--- src/rtl/pi_vel_ctrl_mc.sv ---
// rtl/pi_vel_ctrl_mc.sv - N-channel quadrature velocity PI controller with sign/magnitude PWM drive
// One time-multiplexed PI engine serves every channel; new outputs commit to all channels together.
module pi_vel_ctrl_mc #(
    parameter int N_CH       = 2,
    parameter int PWM_W      = 10,
    parameter int SAMPLE_DIV = 100000,
    parameter int FRAC_SHIFT = 8,
    parameter int INT_LIM    = 1000000
) (
    input  logic                 clk,
    input  logic                 reset,
    input  logic [N_CH-1:0]      encoder_a,
    input  logic [N_CH-1:0]      encoder_b,
    input  logic [N_CH-1:0]      enable,
    input  logic [16*N_CH-1:0]   kp,
    input  logic [16*N_CH-1:0]   ki,
    input  logic [32*N_CH-1:0]   desired_vel,
    output logic [32*N_CH-1:0]   actual_vel,
    output logic [32*N_CH-1:0]   actual_pos,
    output logic [16*N_CH-1:0]   ctrl_signal,
    output logic [N_CH-1:0]      pwm_out,
    output logic [N_CH-1:0]      dir1,
    output logic [N_CH-1:0]      dir2,
    output logic [N_CH-1:0]      enc_err,
    output logic                 sample_tick,
    output logic                 busy
);

    localparam int CH_W  = (N_CH > 1) ? $clog2(N_CH) : 1;
    localparam int TMR_W = $clog2(SAMPLE_DIV);

    localparam logic signed [48:0] U_POS   = 49'((1 << PWM_W) - 1);
    localparam logic signed [48:0] U_NEG   = -U_POS;
    localparam logic signed [32:0] ERR_POS = 33'sd8388607;
    localparam logic signed [32:0] ERR_NEG = -33'sd8388607;
    localparam logic signed [32:0] I_POS   = 33'(INT_LIM);
    localparam logic signed [32:0] I_NEG   = -I_POS;

    typedef enum logic [2:0] {
        S_IDLE,
        S_ERR,
        S_MUL,
        S_ACC,
        S_SAT,
        S_COMMIT
    } state_t;

    logic [N_CH-1:0][15:0] kp_a, ki_a;
    logic [N_CH-1:0][31:0] des_a;

    assign kp_a  = kp;
    assign ki_a  = ki;
    assign des_a = desired_vel;

    logic [N_CH-1:0] a1_q, a2_q, a3_q, b1_q, b2_q, b3_q;
    logic [N_CH-1:0] a1_d, a2_d, a3_d, b1_d, b2_d, b3_d;
    logic [N_CH-1:0] enc_err_q, enc_err_d;
    logic [N_CH-1:0][31:0] pos_q, pos_d, pos_prev_q, pos_prev_d, vel_q, vel_d;
    logic [TMR_W-1:0] tmr_q, tmr_d;
    logic tick;

    state_t state_q, state_d;
    logic [CH_W-1:0] ch_q, ch_d;
    logic signed [23:0] err_q, err_d;
    logic signed [40:0] p_q, p_d;
    logic signed [31:0] icand_q, icand_d;
    logic signed [48:0] sum_q, sum_d;
    logic [N_CH-1:0][31:0] integ_q, integ_d;
    logic [N_CH-1:0][15:0] u_q, u_d, ctrl_q, ctrl_d;

    logic [PWM_W-1:0] cnt_q, cnt_d;
    logic [N_CH-1:0][PWM_W-1:0] duty_q, duty_d;
    logic [N_CH-1:0] dir1_q, dir1_d, dir2_q, dir2_d, pwm_c;

    assign tick = (tmr_q == TMR_W'(SAMPLE_DIV - 1));

    // Encoder front end, position count and velocity snapshot
    always_comb begin
        a1_d       = encoder_a;
        b1_d       = encoder_b;
        a2_d       = a1_q;
        b2_d       = b1_q;
        a3_d       = a2_q;
        b3_d       = b2_q;
        pos_d      = pos_q;
        pos_prev_d = pos_prev_q;
        vel_d      = vel_q;
        enc_err_d  = enc_err_q;
        tmr_d      = tick ? '0 : tmr_q + TMR_W'(1);
        for (int i = 0; i < N_CH; i++) begin
            case ({a3_q[i], b3_q[i], a2_q[i], b2_q[i]})
                4'b0010, 4'b1011, 4'b1101, 4'b0100: pos_d[i] = pos_q[i] + 32'd1;
                4'b0001, 4'b0111, 4'b1110, 4'b1000: pos_d[i] = pos_q[i] - 32'd1;
                4'b0011, 4'b1100, 4'b0110, 4'b1001: enc_err_d[i] = 1'b1;
                default: ;
            endcase
            // The snapshot uses the registered count, so a step landing now counts next sample
            if (tick) begin
                vel_d[i]      = pos_q[i] - pos_prev_q[i];
                pos_prev_d[i] = pos_q[i];
            end
        end
    end

    logic [15:0] kp_sel, ki_sel;
    logic signed [31:0] des_sel, vel_sel, integ_sel;
    logic signed [32:0] diff, isum;
    logic signed [40:0] prod_p;
    logic signed [48:0] prod_i, full;
    logic signed [15:0] sat_u;
    logic clamped;

    always_comb begin
        state_d   = state_q;
        ch_d      = ch_q;
        err_d     = err_q;
        p_d       = p_q;
        icand_d   = icand_q;
        sum_d     = sum_q;
        integ_d   = integ_q;
        u_d       = u_q;
        ctrl_d    = ctrl_q;

        kp_sel    = kp_a[ch_q];
        ki_sel    = ki_a[ch_q];
        des_sel   = des_a[ch_q];
        vel_sel   = vel_q[ch_q];
        integ_sel = integ_q[ch_q];

        diff   = 33'(des_sel) - 33'(vel_sel);
        isum   = 33'(integ_sel) + 33'(err_q);
        prod_p = 41'($signed({1'b0, kp_sel})) * 41'(err_q);
        prod_i = 49'($signed({1'b0, ki_sel})) * 49'(icand_q);
        full   = 49'(p_q) + prod_i;

        clamped = 1'b0;
        sat_u   = sum_q[15:0];
        if (sum_q > U_POS) begin
            sat_u   = U_POS[15:0];
            clamped = 1'b1;
        end else if (sum_q < U_NEG) begin
            sat_u   = U_NEG[15:0];
            clamped = 1'b1;
        end

        case (state_q)
            S_IDLE: begin
                if (tick) begin
                    state_d = S_ERR;
                    ch_d    = '0;
                end
            end
            S_ERR: begin
                if (diff > ERR_POS)      err_d = ERR_POS[23:0];
                else if (diff < ERR_NEG) err_d = ERR_NEG[23:0];
                else                     err_d = diff[23:0];
                state_d = S_MUL;
            end
            S_MUL: begin
                p_d = prod_p;
                if (isum > I_POS)      icand_d = I_POS[31:0];
                else if (isum < I_NEG) icand_d = I_NEG[31:0];
                else                   icand_d = isum[31:0];
                state_d = S_ACC;
            end
            S_ACC: begin
                sum_d   = full >>> FRAC_SHIFT;
                state_d = S_SAT;
            end
            S_SAT: begin
                // Hold the integrator while the output is pinned and the error pushes further out
                if (enable[ch_q]) begin
                    u_d[ch_q] = sat_u;
                    if (!(clamped && (err_q[23] == sum_q[48]))) integ_d[ch_q] = icand_q;
                end else begin
                    u_d[ch_q]     = '0;
                    integ_d[ch_q] = '0;
                end
                if (ch_q == CH_W'(N_CH - 1)) begin
                    state_d = S_COMMIT;
                end else begin
                    ch_d    = ch_q + CH_W'(1);
                    state_d = S_ERR;
                end
            end
            S_COMMIT: begin
                ctrl_d  = u_q;
                state_d = S_IDLE;
            end
            default: state_d = S_IDLE;
        endcase
    end

    logic signed [15:0] ctrl_i;
    logic [15:0] mag;

    // Duty and direction only reload at the period boundary so a period is never cut short
    always_comb begin
        cnt_d  = cnt_q + PWM_W'(1);
        duty_d = duty_q;
        dir1_d = dir1_q;
        dir2_d = dir2_q;
        ctrl_i = '0;
        mag    = '0;
        pwm_c  = '0;
        for (int i = 0; i < N_CH; i++) begin
            if (&cnt_q) begin
                ctrl_i    = ctrl_q[i];
                mag       = ctrl_i[15] ? 16'(-ctrl_i) : ctrl_i;
                duty_d[i] = PWM_W'(mag);
                dir1_d[i] = !ctrl_i[15] && (ctrl_i != 16'sd0);
                dir2_d[i] = ctrl_i[15];
            end
            pwm_c[i] = (cnt_q < duty_q[i]);
        end
    end

    always_ff @(posedge clk) begin
        if (reset) begin
            a1_q       <= '0;
            a2_q       <= '0;
            a3_q       <= '0;
            b1_q       <= '0;
            b2_q       <= '0;
            b3_q       <= '0;
            enc_err_q  <= '0;
            pos_q      <= '0;
            pos_prev_q <= '0;
            vel_q      <= '0;
            tmr_q      <= '0;
            state_q    <= S_IDLE;
            ch_q       <= '0;
            err_q      <= '0;
            p_q        <= '0;
            icand_q    <= '0;
            sum_q      <= '0;
            integ_q    <= '0;
            u_q        <= '0;
            ctrl_q     <= '0;
            cnt_q      <= '0;
            duty_q     <= '0;
            dir1_q     <= '0;
            dir2_q     <= '0;
        end else begin
            a1_q       <= a1_d;
            a2_q       <= a2_d;
            a3_q       <= a3_d;
            b1_q       <= b1_d;
            b2_q       <= b2_d;
            b3_q       <= b3_d;
            enc_err_q  <= enc_err_d;
            pos_q      <= pos_d;
            pos_prev_q <= pos_prev_d;
            vel_q      <= vel_d;
            tmr_q      <= tmr_d;
            state_q    <= state_d;
            ch_q       <= ch_d;
            err_q      <= err_d;
            p_q        <= p_d;
            icand_q    <= icand_d;
            sum_q      <= sum_d;
            integ_q    <= integ_d;
            u_q        <= u_d;
            ctrl_q     <= ctrl_d;
            cnt_q      <= cnt_d;
            duty_q     <= duty_d;
            dir1_q     <= dir1_d;
            dir2_q     <= dir2_d;
        end
    end

    assign actual_vel  = vel_q;
    assign actual_pos  = pos_q;
    assign ctrl_signal = ctrl_q;
    assign pwm_out     = pwm_c;
    assign dir1        = dir1_q;
    assign dir2        = dir2_q;
    assign enc_err     = enc_err_q;
    assign sample_tick = tick;
    assign busy        = (state_q != S_IDLE);

endmodule

--- config.mk ---
export PLATFORM = sky130hd
export DESIGN_NAME = pi_vel_ctrl_mc
export DESIGN_NICKNAME = d
export VERILOG_FILES = /design/src/rtl/pi_vel_ctrl_mc.sv
export SDC_FILE = /design/constraint.sdc
export NUM_CORES = 2
export LEC_CHECK = 0
export BUFFER_PORTS_ARGS = -buffer_cell sky130_fd_sc_hd__buf_4
export CAP_MARGIN = 20
export CELL_PAD_IN_SITES_DETAIL_PLACEMENT = 1
export CELL_PAD_IN_SITES_GLOBAL_PLACEMENT = 1
export CORE_UTILIZATION = 49
export CTS_CLUSTER_DIAMETER = 120
export CTS_CLUSTER_SIZE = 8
export DETAILED_ROUTE_END_ITERATION = 8
export PLACE_DENSITY = 0.87
export REMOVE_ABC_BUFFERS = 1
export SLEW_MARGIN = 40
export SYNTH_ARGS = -nofsm -noshare
export SYNTH_HDL_FRONTEND = slang
export SYNTH_SLANG_ARGS = --single-unit
--- constraint.sdc ---
create_clock -name clk -period 9.05 [get_ports clk]
set_clock_uncertainty 0.15 [all_clocks]
set_input_delay 0.905 -clock clk [delete_from_list [all_inputs] [get_ports clk]]
set_output_delay 0.905 -clock clk [all_outputs]
set_load 0.02 [all_outputs]
**Yosys cells after proc, flatten, opt, wreduce, memory -nomap -nowiden**

Cells that the tools add are included.

- Flip-flop bits (word level): 527
- Bits of input ports: 136
- Word-level logic and storage cells: 157

- Add/subtract/negate cells: 14
- Multipliers: 2
- $lt $le $gt $ge: 10
- Equality and inequality tests: 33
- Mux-type cells: 39
- Bitwise gates (word level): 4
- Reduce and logical (&&, ||, !) cells: 23

Operator list:

| operator | number |
|---|---|
| $mux W32 | 10 |
| $mux W64 | 2 |
| $pmux W32 S2 | 2 |
| $mux W16 | 7 |
| $add A32 B1 Y32 const B | 2 |
| $and A64 B64 Y64 | 1 |
| $bwmux W64 | 1 |
| $not A64 Y64 | 1 |
| $sub A32 B1 Y32 const B | 2 |
| $sub A32 B32 Y32 | 2 |
| $add A41 B49 Y49 | 1 |
| $mul A17 B32 Y49 | 1 |
| $eq A4 B4 Y1 const B | 12 |
| $mux W24 | 2 |
| $gt A41 B11 Y1 const B | 1 |
| $lt A41 B11 Y1 const B | 1 |
| $mul A17 B24 Y41 | 1 |
| $add A32 B24 Y33 | 1 |
| $gt A33 B21 Y1 const B | 1 |
| $gt A33 B24 Y1 const B | 1 |
| $lt A33 B21 Y1 const B | 1 |
| $lt A33 B24 Y1 const B | 1 |
| $sub A32 B32 Y33 | 1 |
| $and A32 B32 Y32 | 1 |
| 35 further kinds | 69 |

**Logic depth before layout (Yosys ltp)**

- Depth after elaboration: 7
- Depth in mapped cells: 30

**Worst setup path before layout**

OpenSTA, ideal clock, no wires.

- Path type: register -> register
- Start: register ch_q
- End: register sum_q[39]
- Setup time: 117 ps
- Data arrival time: 7,729 ps
- Setup slack: 1,054 ps
- Cell stages (with the launch flop): 29
- Buffers on the path: 4
- Clock period less this slack: 7,996 ps
- Cell sequence: dfxtp_1 > clkbuf_1 > clkbuf_1 > buf_1 > mux2i_1 > clkbuf_1 > nor2b_1 > fa_1 > inv_1 > fa_1 > fa_1 > inv_1 > fa_1 > fa_1 > inv_1 > fa_1 > inv_1 > ha_1 > nand2_1 > nor4_1 > o21ai_0 > a211oi_1 > o211ai_1 > a31oi_1 > a31oi_1 > o41ai_1 > a31oi_1 > xnor2_1 > a22o_1

- Word-level cells in the longest chain between the ends: 4

Ends and longest elaborated chain:

| what | RTL line | text |
|---|---|---|
| from (decl) | 63 | `logic [CH_W-1:0] ch_q, ch_d;` |
| from (signal assigned) | 257 | `ch_q <= ch_d;` |
| $mux W16 (implied by the code) (2 in series) | 125 | `ki_sel = ki_a[ch_q];` |
| $mul A17 B32 Y49 | 133 | `prod_i = 49'($signed({1'b0, ki_sel})) * 49'(icand_q);` |
| $add A41 B49 Y49 | 134 | `full = 49'(p_q) + prod_i;` |
| to (signal assigned) | 261 | `sum_q <= sum_d;` |
| to (decl) | 67 | `logic signed [48:0] sum_q, sum_d;` |

No other way between the ends. The select of a mux whose other input is x is not followed.
A chain may end at the register's enable or synchronous reset.

**Worst setup path in the final report**

- Start: register ch_q
- End: register p_q[38]

- Word-level cells in the longest chain between the ends: 3

Ends and longest elaborated chain:

| what | RTL line | text |
|---|---|---|
| $mux W16 (implied by the code) (2 in series) | 124 | `kp_sel = kp_a[ch_q];` |
| $mul A17 B24 Y41 | 132 | `prod_p = 41'($signed({1'b0, kp_sel})) * 41'(err_q);` |
| to (signal assigned) | 259 | `p_q <= p_d;` |
| to (decl) | 65 | `logic signed [40:0] p_q, p_d;` |

No other way between the ends. The select of a mux whose other input is x is not followed.

==> results by group <==
Final layout
  – Share of cells above drive strength 1: 8.751%
  – Commonest non-fill, non-tap cells in the layout: inv_1, nand2_1, fa_1
  – Design area: 0.06886 mm2
  – Net count, final: 9006
  – Fin util: 54.49%
  – Seq. cell area: 0.01058 mm2
  – Area taken by multi-input logic gates: 0.04632 mm2
  – Fillcell total: 14870
  – Most common cell after layout, fill and taps aside: inv_1
  – Syn-to-layout area delta: 9.708%

Yosys
  – Seq/Total Area, Yosys: 16.81%
  – Cells after Synth: 7421
  – Synth Warn #: 0
  – Mean Syn Cell Area: 8.458 um2
  – Mapped cell area: 0.06277 mm2
  – Library cells used by synthesis: 89
  – Post-synth EDFFs: 0
  – Top_reg_cell synth: dfxtp_1
  – Async S/R FF share, synth: 0%
  – #FFs+latches synth: 527

STA
  – Fin. max-slew vios: 0
  – Worst hold slack: 283.8 ps
  – Setup-failing EPs final: 0
  – Max-slew headroom: 37.99%
  – Crit path time final: 8682 ps
  – Total negative setup slack: 0 ps
  – Final WS setup: 368.0 ps
  – F_max: 115.2 MHz
  – Fin crit share: 95.93%
  – Pin slew with the least headroom to its limit: 928.9 ps
  – Fin. Hold Viols: 0
  – RSZ-0062 raised after global routing: false

Outcome
  – Status: finished clean

Clock network
  – Root Buffer: clkbuf_16
  – CTS sink cnt: 527
  – CTS tree: done
  – Latest clock arrival within the worst-skew pair: 680 ps
  – Clock-pin slew on the worst setup and hold paths: 50 ps
  – TritonCTS buffer count: 77
  – Post-CTS Hold Buffers: 0
  – Clk buf depth: 3
  – H-tree Lvls: 3

Floorplanning
  – Initial Util: 49.66%
  – Die Wd: 359.9 um
  – Core Area: 0.1264 mm2
  – Io pins: 306
  – Die height: 359.9 um
  – Full die area: 0.1295 mm2
  – Cell row count: 130

Global route
  – GRT Residual Overflow: 0
  – First-pass GRT wire length: 324100 um
  – Largest net degree at the start of global routing: 191
  – Vias in the first global route: 60310
  – Initial antenna violation count: 5
  – Overall routing resource usage: 31.53%

Detailed routing
  – Post-route ant nets: 0
  – 1st-pass router iterations: 5
  – Via density: 5.731
  – Initial DRC Count: 3075
  – Final WL: 202200 um
  – Remaining DRCs: 0
  – Drt wl/cell: 21.98 um
  – Vias: 52710

Placement
  – Port buffer count: 305
  – Placement Cell Area: 0.06657 mm2
  – GPL Wtd Cong: 0.8911
  – Hpwl dp: 159100 um
  – Post-Place Setup Slack: 293.2 ps

Critical path
  – CP startpoint kind: flop
  – Critical Path Most Common Cell: fa_1
  – CP Buf/Inv Count: 5
  – Crit path DAT: 9080 ps
  – Critical Path Max Stage Delay: 700 ps
  – CP required: 9440 ps
  – Top delay family on crit path: adder cells
  – CP Class: reg -> reg
  – CP max stage cell: dfxtp_4
  – CP max FO: 16
  – Worst setup EP type: flop

Flow run
  – Max-cap violations: 0

Min path
  – Worst Hold Class: in -> reg

Pwr
  – Worst vdd ir: 0.1533 mV
  – Leakage: 32.50 nW
  – PwrDens: 89.25 mW/mm2
-- power breakdown --
group          switching, mW  internal (mW)
combinational          0.670          0.409
clock                   1.14           1.54
sequential            0.0447           2.35
-- flip-flops by register name, indices dropped and copies added, names as in the netlist, 3 cells and up --
signal	count
actual_pos	64
actual_vel	64
integ_q	64
pos_prev_q	64
p_q	41
sum_q	41
ctrl_signal	32
icand_q	32
u_q	32
err_q	24
duty_q	20
tmr_q	17
cnt_q	10
state_q	3
-- cells by family after synthesis --
group	share of synthesized area (%)
and+or+nand+nor	17.27
buffers and inverters	9.750
adders and majority gates	37.64
AOI/OAI and AO/OA	12.15
DFF	16.81
xor gates and xnor gates	4.005
muxes	2.378
-- per-stage QoR --
stage | std cells | power (mW)
after floorplan | 7063 | 3.087
after global placement | 9097 | 3.439
after detailed placement | 9099 | 3.485
after CTS | 9189 | 6.165
after global routing | 9193 | 6.364
final | 9197 | 6.146
-- worst reg2reg max path, cell delays in order, from the launching register on --
cell      delay (ps)
dfxtp_4          700
buf_4            450
mux2_2           540
and2_1           240
fa_1             540
inv_1             60
fa_1             540
inv_1             60
fa_1             500
inv_1             50
fa_1             500
fa_1             430
fa_1             530
inv_1             50
ha_1             360
a21o_1           190
a21o_1           170
a21o_1           170
a21oi_1          160
o21bai_1          90
a221oi_2         580
o21ai_0          300
a211oi_1         510
o21bai_1         130
a21oi_1          210
xnor2_1          140
a22o_1           230
-- cell usage after synthesis, types with 87 or more instances --
cell,instances,area [um2]
dfxtp_1,527,10550
a21oi_1,486,2432
xnor2_1,180,1577
clkbuf_1,330,1239
nor2b_1,285,1783
ha_1,424,5305
xor2_1,107,937.2
nor2_1,336,1261
a22oi_1,87,653.1
mux2_2,89,1002
a21o_1,124,930.9
o21ai_0,147,735.7
nand2_1,1064,3994
fa_1,915,18320
and2_1,242,1514
inv_1,1267,4756
-- final timing paths --
path | start | end | slack (ps) | depth (start not counted)
setup / recovery | ch_q$_SDFFE_PP0P_ | p_q[38]$_SDFFE_PP0P_ | 370 | 26
hold / removal | encoder_b[0] | b1_q[0]$_SDFF_PP0_ | 280 | 2
setup reg to reg | ch_q$_SDFFE_PP0P_ | p_q[38]$_SDFFE_PP0P_ | 370 | 26
hold reg to reg | u_q[12]$_SDFFE_PP0P_ | ctrl_signal[12]$_SDFFE_PP0N_ | 300 | 2
-- area by class of cell --
type | instances | share of cell area (%)
multi-input combinational | 5269 | 67.27
sequential | 527 | 15.36
inverter | 1267 | 6.906
timing repair buffer | 389 | 4.363
tap | 1650 | 2.998
clock buffer | 81 | 2.849
clock inverter | 9 | 0.2344
antenna | 5 | 0.01817
-- timing repair --
action / in CTS / in global routing
resized for setup: 0 / 5
setup buffers: 0 / 1
endpoints found under the setup margin: 0 / 9
-- per-layer routing --
layer / part of all wire (%) / global-route usage [%] / vias up
met4: 6.2 / 17.63 / 4
met3: 5.7 / 5.213 / 637
met2: 51 / 56.75 / 1611
li1: - / - / 23540
met1: 37 / 35.21 / 26910
met5: 0.017 / 0 / -
(Power assumes the default switching activity.)
